--- src/rtl/card_seg_pkg.sv ---
// Shared card-rank / 7-segment definitions for the card display encoders and readers.
// Pure constants and a combinational decode helper; no state.
package card_seg_pkg;

    typedef logic [3:0] card_t;
    typedef logic [6:0] seg_t;

    // Active-low patterns, bit 6 = segment g, bit 0 = segment a.
    localparam seg_t SEG_BLANK = 7'h7F;
    localparam seg_t SEG_ACE   = 7'h08;
    localparam seg_t SEG_2     = 7'h24;
    localparam seg_t SEG_3     = 7'h30;
    localparam seg_t SEG_4     = 7'h19;
    localparam seg_t SEG_5     = 7'h12;
    localparam seg_t SEG_6     = 7'h02;
    localparam seg_t SEG_7     = 7'h78;
    localparam seg_t SEG_8     = 7'h00;
    localparam seg_t SEG_9     = 7'h10;
    localparam seg_t SEG_10    = 7'h40;
    localparam seg_t SEG_JACK  = 7'h61;
    localparam seg_t SEG_QUEEN = 7'h18;
    localparam seg_t SEG_KING  = 7'h09;

    // Returns {bad, rank}; unknown patterns decode to rank 0 with bad set.
    function automatic logic [4:0] seg_to_card(input seg_t seg);
        logic [4:0] res;
        case (seg)
            SEG_BLANK: res = {1'b0, 4'd0};
            SEG_ACE:   res = {1'b0, 4'd1};
            SEG_2:     res = {1'b0, 4'd2};
            SEG_3:     res = {1'b0, 4'd3};
            SEG_4:     res = {1'b0, 4'd4};
            SEG_5:     res = {1'b0, 4'd5};
            SEG_6:     res = {1'b0, 4'd6};
            SEG_7:     res = {1'b0, 4'd7};
            SEG_8:     res = {1'b0, 4'd8};
            SEG_9:     res = {1'b0, 4'd9};
            SEG_10:    res = {1'b0, 4'd10};
            SEG_JACK:  res = {1'b0, 4'd11};
            SEG_QUEEN: res = {1'b0, 4'd12};
            SEG_KING:  res = {1'b0, 4'd13};
            default:   res = {1'b1, 4'd0};
        endcase
        return res;
    endfunction

endpackage

--- src/rtl/hex_card_reader_if.sv ---
// Card event handshake: one decoded digit change per accepted transfer.
// Holder of evt_valid keeps payload stable until evt_ready is seen.
interface hex_card_reader_if;
    import card_seg_pkg::*;

    logic  evt_valid;
    logic  evt_ready;
    logic  [2:0] evt_digit;
    card_t evt_card;
    logic  evt_bad;

    modport master (
        output evt_valid,
        output evt_digit,
        output evt_card,
        output evt_bad,
        input  evt_ready
    );

    modport slave (
        input  evt_valid,
        input  evt_digit,
        input  evt_card,
        input  evt_bad,
        output evt_ready
    );

endinterface

--- src/rtl/seg_stabilizer.sv ---
// Glitch filter for one segment digit: pulses commit when a new pattern has been stable STABLE_CYCLES samples.
// Commit lands STABLE_CYCLES-1 edges after the pattern first appears; no backpressure.
module seg_stabilizer
    import card_seg_pkg::*;
#(
    parameter  int STABLE_CYCLES = 4,
    localparam int CW            = $clog2(STABLE_CYCLES + 1)
) (
    input  logic  slow_clock,
    input  logic  resetb,
    input  seg_t  hex,
    output logic  commit,
    output card_t rank,
    output logic  bad
);

    localparam logic [CW-1:0] CNT_MAX = CW'(STABLE_CYCLES);
    localparam logic [CW-1:0] CNT_ARM = CW'(STABLE_CYCLES - 1);

    seg_t          sample;
    seg_t          committed;
    logic [CW-1:0] cnt;

    // The edge that would take the run length to STABLE_CYCLES is the commit edge.
    assign commit      = (hex == sample) && (cnt == CNT_ARM) && (hex != committed);
    assign {bad, rank} = seg_to_card(hex);

    always_ff @(posedge slow_clock or negedge resetb) begin
        if (!resetb) begin
            sample    <= SEG_BLANK;
            committed <= SEG_BLANK;
            cnt       <= '0;
        end else begin
            sample <= hex;
            if (hex != sample) begin
                cnt <= CW'(1);
            end else if (cnt != CNT_MAX) begin
                cnt <= cnt + CW'(1);
            end
            if (commit) begin
                committed <= hex;
            end
        end
    end

endmodule

--- src/rtl/hex_card_reader.sv ---
// Recovers card ranks from six HEX displays and reports each committed change as an event.
// Event valid one edge after commit when the output is free; stalls hold payload, later commits overwrite and flag overflow.
module hex_card_reader
    import card_seg_pkg::*;
#(
    parameter int STABLE_CYCLES = 4
) (
    input  logic         slow_clock,
    input  logic         resetb,
    input  seg_t         HEX0,
    input  seg_t         HEX1,
    input  seg_t         HEX2,
    input  seg_t         HEX3,
    input  seg_t         HEX4,
    input  seg_t         HEX5,
    hex_card_reader_if.master evt,
    output logic [23:0]  cards,
    output logic         overflow
);

    seg_t       hex [6];
    logic [5:0] commit;
    logic [5:0] bad_dec;
    card_t      rank [6];

    logic [5:0] pending;
    logic [5:0] bad_r;

    assign hex[0] = HEX0;
    assign hex[1] = HEX1;
    assign hex[2] = HEX2;
    assign hex[3] = HEX3;
    assign hex[4] = HEX4;
    assign hex[5] = HEX5;

    for (genvar d = 0; d < 6; d++) begin : g_dig
        seg_stabilizer #(
            .STABLE_CYCLES (STABLE_CYCLES)
        ) u_stab (
            .slow_clock (slow_clock),
            .resetb     (resetb),
            .hex        (hex[d]),
            .commit     (commit[d]),
            .rank       (rank[d]),
            .bad        (bad_dec[d])
        );
    end

    logic       load;
    logic       sel_found;
    logic [2:0] sel;
    logic [5:0] take;

    // Scan downwards so the lowest-index pending digit wins.
    always_comb begin
        sel_found = 1'b0;
        sel       = 3'd0;
        for (int d = 5; d >= 0; d--) begin
            if (pending[d]) begin
                sel_found = 1'b1;
                sel       = 3'(d);
            end
        end
    end

    assign load = !evt.evt_valid || evt.evt_ready;
    assign take = (load && sel_found) ? (6'b000001 << sel) : 6'b000000;

    always_ff @(posedge slow_clock or negedge resetb) begin
        if (!resetb) begin
            evt.evt_valid <= 1'b0;
            evt.evt_digit <= 3'd0;
            evt.evt_card  <= 4'd0;
            evt.evt_bad   <= 1'b0;
            pending       <= 6'b0;
            bad_r         <= 6'b0;
            cards         <= 24'b0;
            overflow      <= 1'b0;
        end else begin
            if (load) begin
                if (sel_found) begin
                    evt.evt_valid <= 1'b1;
                    evt.evt_digit <= sel;
                    evt.evt_card  <= cards[{sel, 2'b00} +: 4];
                    evt.evt_bad   <= bad_r[sel];
                end else begin
                    evt.evt_valid <= 1'b0;
                end
            end
            // A same-edge load already took the old value, so that commit is not a loss.
            pending  <= (pending & ~take) | commit;
            overflow <= overflow | (|(commit & pending & ~take));
            for (int d = 0; d < 6; d++) begin
                if (commit[d]) begin
                    cards[4*d +: 4] <= rank[d];
                    bad_r[d]        <= bad_dec[d];
                end
            end
        end
    end

endmodule

--- src/flat_wrapper.sv ---
// flat-port wrapper written by rule: the top's interface ports become plain ports
module hex_card_reader_flat import card_seg_pkg::*;
#(
    parameter int STABLE_CYCLES = 4
)
  (slow_clock, resetb, HEX0, HEX1, HEX2, HEX3, HEX4, HEX5, cards, overflow, evt_evt_valid, evt_evt_digit, evt_evt_card, evt_evt_bad, evt_evt_ready);
  hex_card_reader_if evt_i ();
  input  logic slow_clock;
  input  logic resetb;
  input  seg_t HEX0;
  input  seg_t HEX1;
  input  seg_t HEX2;
  input  seg_t HEX3;
  input  seg_t HEX4;
  input  seg_t HEX5;
  output logic [23:0] cards;
  output logic overflow;
  output wire logic [$bits(evt_i.evt_valid)-1:0] evt_evt_valid;
  output wire logic [$bits(evt_i.evt_digit)-1:0] evt_evt_digit;
  output wire logic [$bits(evt_i.evt_card)-1:0] evt_evt_card;
  output wire logic [$bits(evt_i.evt_bad)-1:0] evt_evt_bad;
  input wire logic [$bits(evt_i.evt_ready)-1:0] evt_evt_ready;
  assign evt_evt_valid = evt_i.evt_valid;
  assign evt_evt_digit = evt_i.evt_digit;
  assign evt_evt_card = evt_i.evt_card;
  assign evt_evt_bad = evt_i.evt_bad;
  assign evt_i.evt_ready = evt_evt_ready;
  hex_card_reader #(.STABLE_CYCLES(STABLE_CYCLES)) u_core (.slow_clock(slow_clock), .resetb(resetb), .HEX0(HEX0), .HEX1(HEX1), .HEX2(HEX2), .HEX3(HEX3), .HEX4(HEX4), .HEX5(HEX5), .evt(evt_i), .cards(cards), .overflow(overflow));
endmodule
--- config.mk ---
export PLATFORM = sky130hd
export DESIGN_NAME = hex_card_reader_flat
export DESIGN_NICKNAME = d
export VERILOG_FILES = /design/src/rtl/card_seg_pkg.sv /design/src/rtl/hex_card_reader_if.sv /design/src/rtl/seg_stabilizer.sv /design/src/rtl/hex_card_reader.sv /design/src/flat_wrapper.sv
export SDC_FILE = /design/constraint.sdc
export NUM_CORES = 1
export LEC_CHECK = 0
export BUFFER_PORTS_ARGS = -buffer_cell sky130_fd_sc_hd__buf_2
export CAP_MARGIN = 25
export CORE_UTILIZATION = 54
export CTS_CLUSTER_DIAMETER = 150
export DETAILED_ROUTE_END_ITERATION = 8
export HOLD_SLACK_MARGIN = 0.15
export PLACE_DENSITY_LB_ADDON = 0.1
export SYNTH_ARGS = -nofsm -noshare
export SYNTH_HDL_FRONTEND = slang
export SYNTH_SLANG_ARGS = --single-unit
export TNS_END_PERCENT = 5
--- constraint.sdc ---
create_clock -name slow_clock -period 2.14 [get_ports slow_clock]
set_input_delay 0.321 -clock slow_clock [delete_from_list [all_inputs] [get_ports slow_clock]]
set_output_delay 0.321 -clock slow_clock [all_outputs]
set_load 0.1 [all_outputs]
; Word-level counts from Yosys, hierarchy flattened
; Index checks and enable logic that the tools add are counted.
[totals]
ff_bits = 148
inputBits = 45
out_inout_bits = 34
wordCells = 222
[classes]
n_addsub = 6
magnitude_cmp = 1
eq_ne = 108
shift = 2
n_mux = 34
bitwise_logic = 6
reduce_logical = 29
[op_table]
columns = op, count
row1 = 5-bit case mux with 14 select lines, 6
row2 = 7-bit by 5-bit equality test with 1-bit output (second input constant), 24
row3 = 7-bit equality test (second input constant), 24
row4 = 7-bit by 4-bit equality test with 1-bit output (second input constant), 12
row5 = 7-bit by 6-bit equality test with 1-bit output (second input constant), 12
row6 = 7-bit inequality test, 12
row7 = 3-bit two-way mux, 18
row8 = 7-bit by 2-bit equality test with 1-bit output (second input constant), 6
row9 = 7-bit equality test, 6
row10 = 7-bit logical NOT, 6
row11 = 24-bit by 6-bit variable part select with 4-bit output, 1
row12 = 3-bit by 1-bit adder with 3-bit output (second input constant), 6
row13 = 6-bit AND, 3
row14 = 3-bit by 2-bit equality test with 1-bit output (second input constant), 6
row15 = 3-bit inequality test (second input constant), 6
row16 = 1-bit logical AND, 13
row17 = 2-bit nonzero test, 6
row18 = 1-bit two-way mux, 8
row19 = 6-bit two-way mux, 1
row20 = 6-bit NOT, 1
row21 = 6-bit bitwise OR, 1
row22 = 6-bit OR reduction, 1
row23 = 1-bit by 3-bit left shift with 6-bit output (first input constant), 1
row24 = 3-bit by 4-bit less-than comparator with 1-bit output (second input constant), 1
row25 = other kinds (5), 5

; Depth between registers and ports, before layout
; Gate-level depths: netlist (run 1).
[logic_depth]
ltp_word = 12
mapped_depth = 9
depth_no_buf = 7

; By module
; A second synthesis (run 1) with hierarchy kept.
[hier_totals]
hier_cells = 844
hier_area_um2 = 9420.3
[modules_own_cells]
columns = mod, n_inst, cells_each, area_each_um2, seq_area_each_um2
row1 = seg_stabilizer at u_core.g_dig[0].u_stab ..., 5, 112, 1214.9, 442.9
row2 = hex_card_reader, 1, 172, 2132.0, 1151.1
row3 = seg_stabilizer at u_core.g_dig[3].u_stab, 1, 112, 1213.7, 442.9

; Worst setup path before layout (run 1)
; OpenSTA, ideal clock, no wires.
[synth_path]
kind = register to register
start = reg u_core.evt.evt_valid
end = reg u_core.overflow
setup_ns = 0.139
arrival_time_ns = 2.302
slack_ns = -0.301
stages_incl_launch_ff = 8
path_buffers = 1
synth_period_minus_slack_ns = 2.441
cell_sequence = dfrtp_1 -> nor2b_1 -> clkbuf_1 -> or3_1 -> o21ai_0 -> nand4b_1 -> o221ai_1 -> or4_1
[synth_via]
elab_chain_cells = 8
[synth_lines]
columns = element, line
row1 = start: declaration, hex_card_reader_if.sv:13  ; output evt_valid,
row2 = start signal: assignment, hex_card_reader.sv:71  ; evt.evt_valid <= 1'b0;
row3 = start signal: assignment, hex_card_reader.sv:82  ; evt.evt_valid <= 1'b1;
row4 = start signal: assignment, hex_card_reader.sv:87  ; evt.evt_valid <= 1'b0;
row5 = 1-bit logical NOT, hex_card_reader.sv:66  ; assign load = !evt.evt_valid || evt.evt_ready;
row6 = 1-bit logical OR, hex_card_reader.sv:66
row7 = 1-bit logical AND, hex_card_reader.sv:67  ; assign take = (load && sel_found) ? (6'b000001 << sel) : 6'b000000;
row8 = 6-bit two-way mux, hex_card_reader.sv:67
row9 = 6-bit NOT, hex_card_reader.sv:92  ; overflow <= overflow | (|(commit & pending & ~take));
row10 = 6-bit AND, hex_card_reader.sv:92
row11 = 6-bit OR reduction, hex_card_reader.sv:92
row12 = 1-bit bitwise OR, hex_card_reader.sv:92
row13 = end signal: assignment, hex_card_reader.sv:92
row14 = end: declaration, hex_card_reader.sv:18  ; output logic overflow
; No other way between the ends.
; A chain may end at the register's enable or synchronous reset.

; Worst setup path in the final report (run 1)
[layout_path]
start = in HEX2[0]
end = reg u_core.overflow
[layout_via]
elab_chain_cells = 7
elab_cells_between_ends = 8
[layout_lines]
columns = element, line
row1 = start: declaration, flat_wrapper.sv:12  ; input seg_t HEX2;
row2 = 7-bit equality test, seg_stabilizer.sv:25  ; assign commit = (hex == sample) && (cnt == CNT_ARM) && (hex != committed);
row3 = 1-bit logical AND, seg_stabilizer.sv:25
row4 = 1-bit logical AND *, seg_stabilizer.sv:25
row5 = 6-bit AND * (2 in a row), hex_card_reader.sv:92
row6 = 6-bit OR reduction *, hex_card_reader.sv:92
row7 = 1-bit bitwise OR *, hex_card_reader.sv:92
; Mark *: on every way between the ends. The rest lies on a longest branch, timed or not.

==> run metrics, run 1 <==
status=finished, final reports clean; IO Pins=79; DR pass1 iterations=6; Die X=127 um; crit path DAT=2.40 ns; Crit Path Class=in2reg; CP Max Fanout=5; post-layout util=0.663; Distinct cells, synth=73; IO Port Bufs=78; TritonCTS Sinks=148; WL final=18.6 mm; max-cap violations=0; Mean Syn Cell Area=10.2 um^2; worst path required time=2.44 ns; fraction of registers with async set/reset=1.00; Clock Skew=0.00736 ns; CP Launch Type=input pin; first-pass GRT wire length=31.5 mm; nets@finish=1004; headroom to the max-slew limit=0.651; fin cells=1165; row count=45; area grow syn2layout=19.6%; Post-synth EDFFs=0; register bit total from synthesis=148; vias per cell=5.60; Final min period=2.10 ns; clock power share=0.433; chip height=127 um; CP bufs+invs=2; DR vias=6529; Setup violations, final=0; TritonCTS buffer count=17; full die area=16200 um^2; vias in the first global route=6514; post-DP HPWL=13.7 mm; fmax=475 MHz; Power Dens Cells=640 nW/um^2; RSZ-0062 raised after global routing=true; Routed WL per cell=16.0 um; critical path endpoint category=flop; Clock Latency Late Sink=0.43 ns; worst min path class=in2reg; switching share of power=0.242; diode count=0; total grt overflow=0; # H-tree levels=4; post-route ant nets=0; drt drc=0; Comb pwr share=0.116; clock root buffer=clkbuf_16; fin. max-slew vios=0; Reg power frac=0.452; CP delay by family, top=buffers and inverters; post-synthesis cell count=827; Syn Nets=890; antenna violations before repair=0; maximum clock path buffer count=2; Top FF cell, synth=dfstp_2; Sw Pwr=1.56 mW; core area=15300 um^2; Pleak=4.38 nW; final critical-path share of the clock period=0.984; TritonCTS clock tree=done; Warnings, synthesis=0; crit path cell chain=dlygate4sd3_1 -> buf_2 -> xnor2_1 -> nand4_1 -> o41ai_2 -> o22ai_1 -> or4_1; Crit-path slowest cell=dlygate4sd3_1; slowest cell delay on critical path=0.54 ns; maximum VDD drop=0.000585 V; Clock Pin Slew Worst Setup and Hold Paths=0.06 ns; setup TNS=0 ns; Slew @ Worst Pin=0.528 ns; RePlAce Congestion=0.819; sequential fraction of the synthesis area=0.451; share of cells above drive strength 1=0.349; mapped cell area=8450 um^2; Post-Place Cells=1119; Post CTS Setup Buffer Count=0; drt first-iter violations=410; total track usage=0.247; Starting Density=0.554; P_int=4.91 mW; largest net degree at the start of global routing=39; Hold Fails Final Rpt=0
## per-layer routing
| layer | track usage | vias up | routed length [um] |
|---|---|---|---|
| met5 | 0 | - | 0 |
| met4 | 0.0994 | 0 | 443 |
| met3 | 0.0456 | 32 | 756 |
| met2 | 0.411 | 152 | 9080 |
| met1 | 0.320 | 3178 | 8320 |
| li1 | - | 3167 | - |
## what timing repair did
item	in CTS	in global routing
hold buffers	14	0
resized for setup	0	6
endpoints found under the setup margin	0	23
hold endpoints to repair	65	0
## worst reg2reg max path: stages, from the launching register on
cell,delay (ns)
dfrtp_1,0.37
or4_1,0.57
nand2b_1,0.24
o21ai_1,0.19
o221ai_1,0.14
or4_1,0.40
## state kept, by name (all words and copies together) (netlist names)
signal,count
u_core.evt.evt_digit,3
u_core.bad_r,6
u_core.overflow,1
u_core.g_dig.u_stab.sample,42
u_core.g_dig.u_stab.cnt,18
u_core.cards,24
u_core.pending,6
u_core.evt.evt_valid,1
u_core.evt.evt_card,4
u_core.evt.evt_bad,1
u_core.g_dig.u_stab.committed,42
## synth_stat cells, types with 6 or more instances
cell type | number | area (um^2)
dfstp_2 | 84 | 2210
nand2_1 | 65 | 244
dfrtp_1 | 64 | 1600
xnor2_1 | 57 | 499
clkbuf_1 | 52 | 195
mux2_2 | 47 | 529
nor2_1 | 42 | 158
o21ai_0 | 42 | 210
xor2_1 | 36 | 315
a21oi_1 | 29 | 145
nand3_1 | 27 | 135
inv_1 | 25 | 93.8
nor3_1 | 22 | 110
nand4_1 | 21 | 131
ha_1 | 18 | 225
buf_2 | 10 | 50.1
nand2b_1 | 10 | 62.6
nor2b_1 | 9 | 56.3
a21o_1 | 8 | 60.1
or3_1 | 8 | 50.1
a211oi_1 | 7 | 52.6
a221oi_1 | 7 | 61.3
a22oi_1 | 7 | 52.6
nand3b_1 | 7 | 52.6
a21boi_0 | 6 | 45.0
nand4b_1 | 6 | 52.6
nor3b_1 | 6 | 45.0
nor4_1 | 6 | 37.5
o22ai_1 | 6 | 37.5
o31ai_1 | 6 | 45.0
## worst paths after layout
check | end | slack, ns | depth (start not counted) | from
hold reg to reg | u_core.evt.evt_digit[1] | 0.48 | 2 | u_core.evt.evt_digit[1]
max in group asynchronous | u_core.g_dig[3].u_stab.sample[3] | 1.14 | 3 | resetb
setup reg to reg | u_core.overflow | 0.10 | 5 | u_core.pending[2]
hold / removal | u_core.g_dig[3].u_stab.sample[1] | 0.19 | 2 | HEX3[1]
setup / recovery | u_core.overflow | 0.04 | 7 | HEX2[0]
min in group asynchronous | u_core.cards[7] | 0.38 | 2 | resetb
## cells in the final DEF (no fill, tap or decap), drive strengths merged, types with 6 or more instances in the layout
cell type and count:
nand4b 6, a211oi 7, nor3b 6, o41ai 8, buf 147, inv 25, nor4 9, o22ai 6
a21boi 6, o31ai 6, xnor2 61, nand3 27, dfrtp 64, xor2 36, a21oi 29, mux2 47
or3 9, nand2 65, a221oi 7, nor3 22, nor2 42, nand2b 10, clkbuf 29, dlygate4sd3 14
o21ai 44, a21o 9, dfstp 84, a22oi 7, nor2b 9, ha 18, nand3b 7, nand4 22
## cell type report
| class | instances | area (um^2) |
|---|---|---|
| timing repair buffer | 162 | 1100 |
| fill | 1225 | 5150 |
| inverter | 25 | 93.8 |
| sequential | 148 | 3810 |
| clock inverter | 4 | 45.0 |
| clock buffer | 28 | 507 |
| multi-input combinational | 587 | 4290 |
| tap | 211 | 264 |
## power by group through the flow
stage          clock network (mW)  registers, mW  logic (mW)
3_3_place_gp                    0           2.96       0.699
6_report                     2.80           2.92       0.747
3_5_place_dp                    0           2.97       0.723
4_1_cts                      2.86           2.92       0.747
2_1_floorplan                   0           3.01       0.419
5_1_grt                      2.99           2.93       0.821
## cells by family (layout without fill, tap and decap cells)
| kind of cell | count (synthesis) | after routing | synth area share |
|---|---|---|---|
| compound gates | 166 | 166 | 0.135 |
| simple gates | 254 | 254 | 0.165 |
| flops | 148 | 148 | 0.451 |
| mux | 52 | 52 | 0.0685 |
| fa+ha+maj | 18 | 18 | 0.0266 |
| xor+xnor | 97 | 97 | 0.108 |
| buf+inv | 92 | 219 | 0.0463 |
## stage by stage
stage          power, mW  hold WS, ns  instance area (um^2)  setup slack (ns)
2_1_floorplan       3.43       0.0254                  8460           0.00226
3_3_place_gp        3.66        0.252                  9400            0.0894
3_5_place_dp        3.69        0.255                  9400            0.0492
4_1_cts             6.53        0.169                 10100           0.00706
5_1_grt             6.73        0.182                 10100           -0.0380
6_report            6.47        0.187                 10100            0.0351
Power figures use the tool's default switching activity.
==> run 2: changes to the inputs <==
- CORE_UTILIZATION: 54 -> 35
==> run metrics, run 2 (same netlist as run 1, synthesis figures left out) <==
status=finished, final reports clean; post-DP HPWL=14.7 mm (+6.6%); fmax=487 MHz (+2.4%); worst min path class=in2reg; maximum VDD drop=0.000458 V (-22%); crit path cell chain=dlygate4sd3_1 -> buf_2 -> xnor2_1 -> nand4_1 -> o41ai_4 -> o221ai_1 -> or4_1; fin. max-slew vios=0 (unchanged); crit path DAT=2.35 ns (-0.05 ns); worst path required time=2.43 ns (about the same); DR pass1 iterations=5 (-1); CP Max Fanout=4 (-1); final instance area=10300 um^2 (+2.0%); Post-Place Cells=1225 (+9.5%); Slew @ Worst Pin=0.558 ns (+0.0304 ns); final critical-path share of the clock period=0.960 (-0.0232); WL final=20.1 mm (+7.9%); TritonCTS Sinks=148 (unchanged); # H-tree levels=4 (unchanged); Fill cells=2299 (+88%); antenna violations before repair=0 (unchanged); fin cells=1271 (+9.1%); slowest cell delay on critical path=0.54 ns (about the same); share of cells above drive strength 1=0.351 (+0.00178); RSZ-0062 raised after global routing=true; Clock Latency Late Sink=0.42 ns (about the same); Hold Path Cell Cnt=2 (unchanged); vias in the first global route=6303 (-3.2%); placed instance area=9530 um^2 (+1.4%); IO Pins=79 (unchanged); clock root buffer=clkbuf_16; total grt overflow=0 (unchanged); Crit-path slowest cell=dlygate4sd3_1; DR vias=6465 (-0.98%); chip height=157 um (+24%); largest net degree at the start of global routing=56 (+44%); first-pass GRT wire length=32.7 mm (+3.8%); RePlAce Congestion=0.794 (-3.0%); critical path endpoint category=flop; area grow syn2layout=22.0%; Pleak=4.39 nW (+0.42%); Clock Skew=0.00861 ns (+0.00125 ns); most common cell after layout, fill and taps aside=dfstp_2; vias per cell=5.09 (-9.2%); total track usage=0.169 (-0.0776); Routed WL per cell=15.8 um (-1.1%); hold slack=0.182 ns (-0.00538 ns); Power Dens Cells=650 nW/um^2 (+1.6%); Total Power=6.70 mW (+3.6%); diode count=0 (unchanged); Die X=157 um (+24%); Stages on worst setup path=7 (unchanged); IO Port Bufs=78 (unchanged); CP Launch Type=input pin; headroom to the max-slew limit=0.628 (-0.0227); nets@finish=1002 (-0.20%); max-cap violations=0 (unchanged); full die area=24800 um^2 (+53%); drt drc=0 (unchanged); Worst Reg-to-Reg Cells=5 (unchanged); biggest regs=u_core.g_dig.u_stab.committed x42, u_core.g_dig.u_stab.sample x42, u_core.cards x24; CP bufs+invs=2 (unchanged); Setup violations, final=0 (unchanged); Clock Pin Slew Worst Setup and Hold Paths=0.06 ns (about the same); core area=23500 um^2 (+54%); row count=56 (+24%); post-route ant nets=0 (unchanged); Final min period=2.06 ns (-0.0497 ns); CP delay by family, top=buffers and inverters; Post CTS Setup Buffer Count=0 (unchanged); Crit Path Class=in2reg; Hold Fails Final Rpt=0 (unchanged); commonest cells after routing, fill and taps aside=dfstp_2, buf_2, nand2_1; TritonCTS clock tree=done; drt first-iter violations=381 (-7.1%); TritonCTS buffer count=17 (unchanged); maximum clock path buffer count=2 (unchanged); Starting Density=0.359 (-0.195)
-- run 2: changes by cell type in the layout (fill, tap and decap cells not counted), moves of 2 or more --
cell	previous run	this run
buf_4	67	64
clkbuf_1	7	3
clkbuf_16	17	19
nor3b_1	4	6
inv_4	0	2
nor3b_2	2	0
-- run 2: final timing paths --
| kind | from | to | slack, ns |
|---|---|---|---|
| max | HEX5[1] | u_core.overflow | 0.08 |
| min | HEX3[1] | u_core.g_dig[3].u_stab.sample[1] | 0.18 |
| max reg2reg | u_core.pending[3] | u_core.overflow | 0.11 |
| min reg2reg | u_core.evt.evt_digit[1] | u_core.evt.evt_digit[1] | 0.48 |
| max in group asynchronous | resetb | u_core.g_dig[2].u_stab.sample[4] | 0.98 |
| min in group asynchronous | resetb | u_core.cards[0] | 0.47 |
-- run 2: final cells by class --
type / instances / area, um^2 / area share
clock buffers: 26 / 542 / 0.0525
multi-input cells: 587 / 4310 / 0.418
flip-flops and latches: 148 / 3810 / 0.370
well taps: 319 / 399 / 0.0387
repair buffers: 160 / 1100 / 0.106
clock inverters: 6 / 60.1 / 0.00582
inverters: 25 / 93.8 / 0.00910
-- run 2: timing repair --
action / in CTS / in global routing
hold endpoints to repair: 29 / 0
hold buffers: 14 / 0
resized for setup: 0 / 6
endpoints found under the setup margin: 0 / 11
-- run 2: power breakdown --
part | leakage [nW] | switching (mW) | total (mW) | internal [mW]
registers | 1.71 | 0.0311 | 2.92 | 2.89
logic | 2.39 | 0.459 | 0.754 | 0.295
clock network | 0.297 | 1.16 | 3.03 | 1.86
-- run 2: per-layer routing --
metal	vias to the layer above	wire, um	GRT usage
met4	0	308	0.0532
met3	23	715	0.0358
met2	132	9570	0.276
li1	3168	-	-
met1	3142	9480	0.224
met5	-	0	0
-- run 2: metrics by stage --
stage | setup TNS, ns | utilization | setup slack [ns]
floorplan | 0 | - | 0.00226
global placement | 0 | 0.405 | 0.0910
detailed placement | 0 | 0.405 | 0.0382
CTS | 0 | 0.436 | 0.0125
global route | -0.0246 | 0.438 | -0.0246
finish | 0 | 0.438 | 0.0848
-- run 2: worst register-to-register path, delay by kind of cell (launching register included) --
| family | cells | cell delay [ns] |
|---|---|---|
| DFF | 1 | 0.41 |
| AOI/OAI and AO/OA | 2 | 0.33 |
| and+or+nand+nor | 3 | 1.15 |
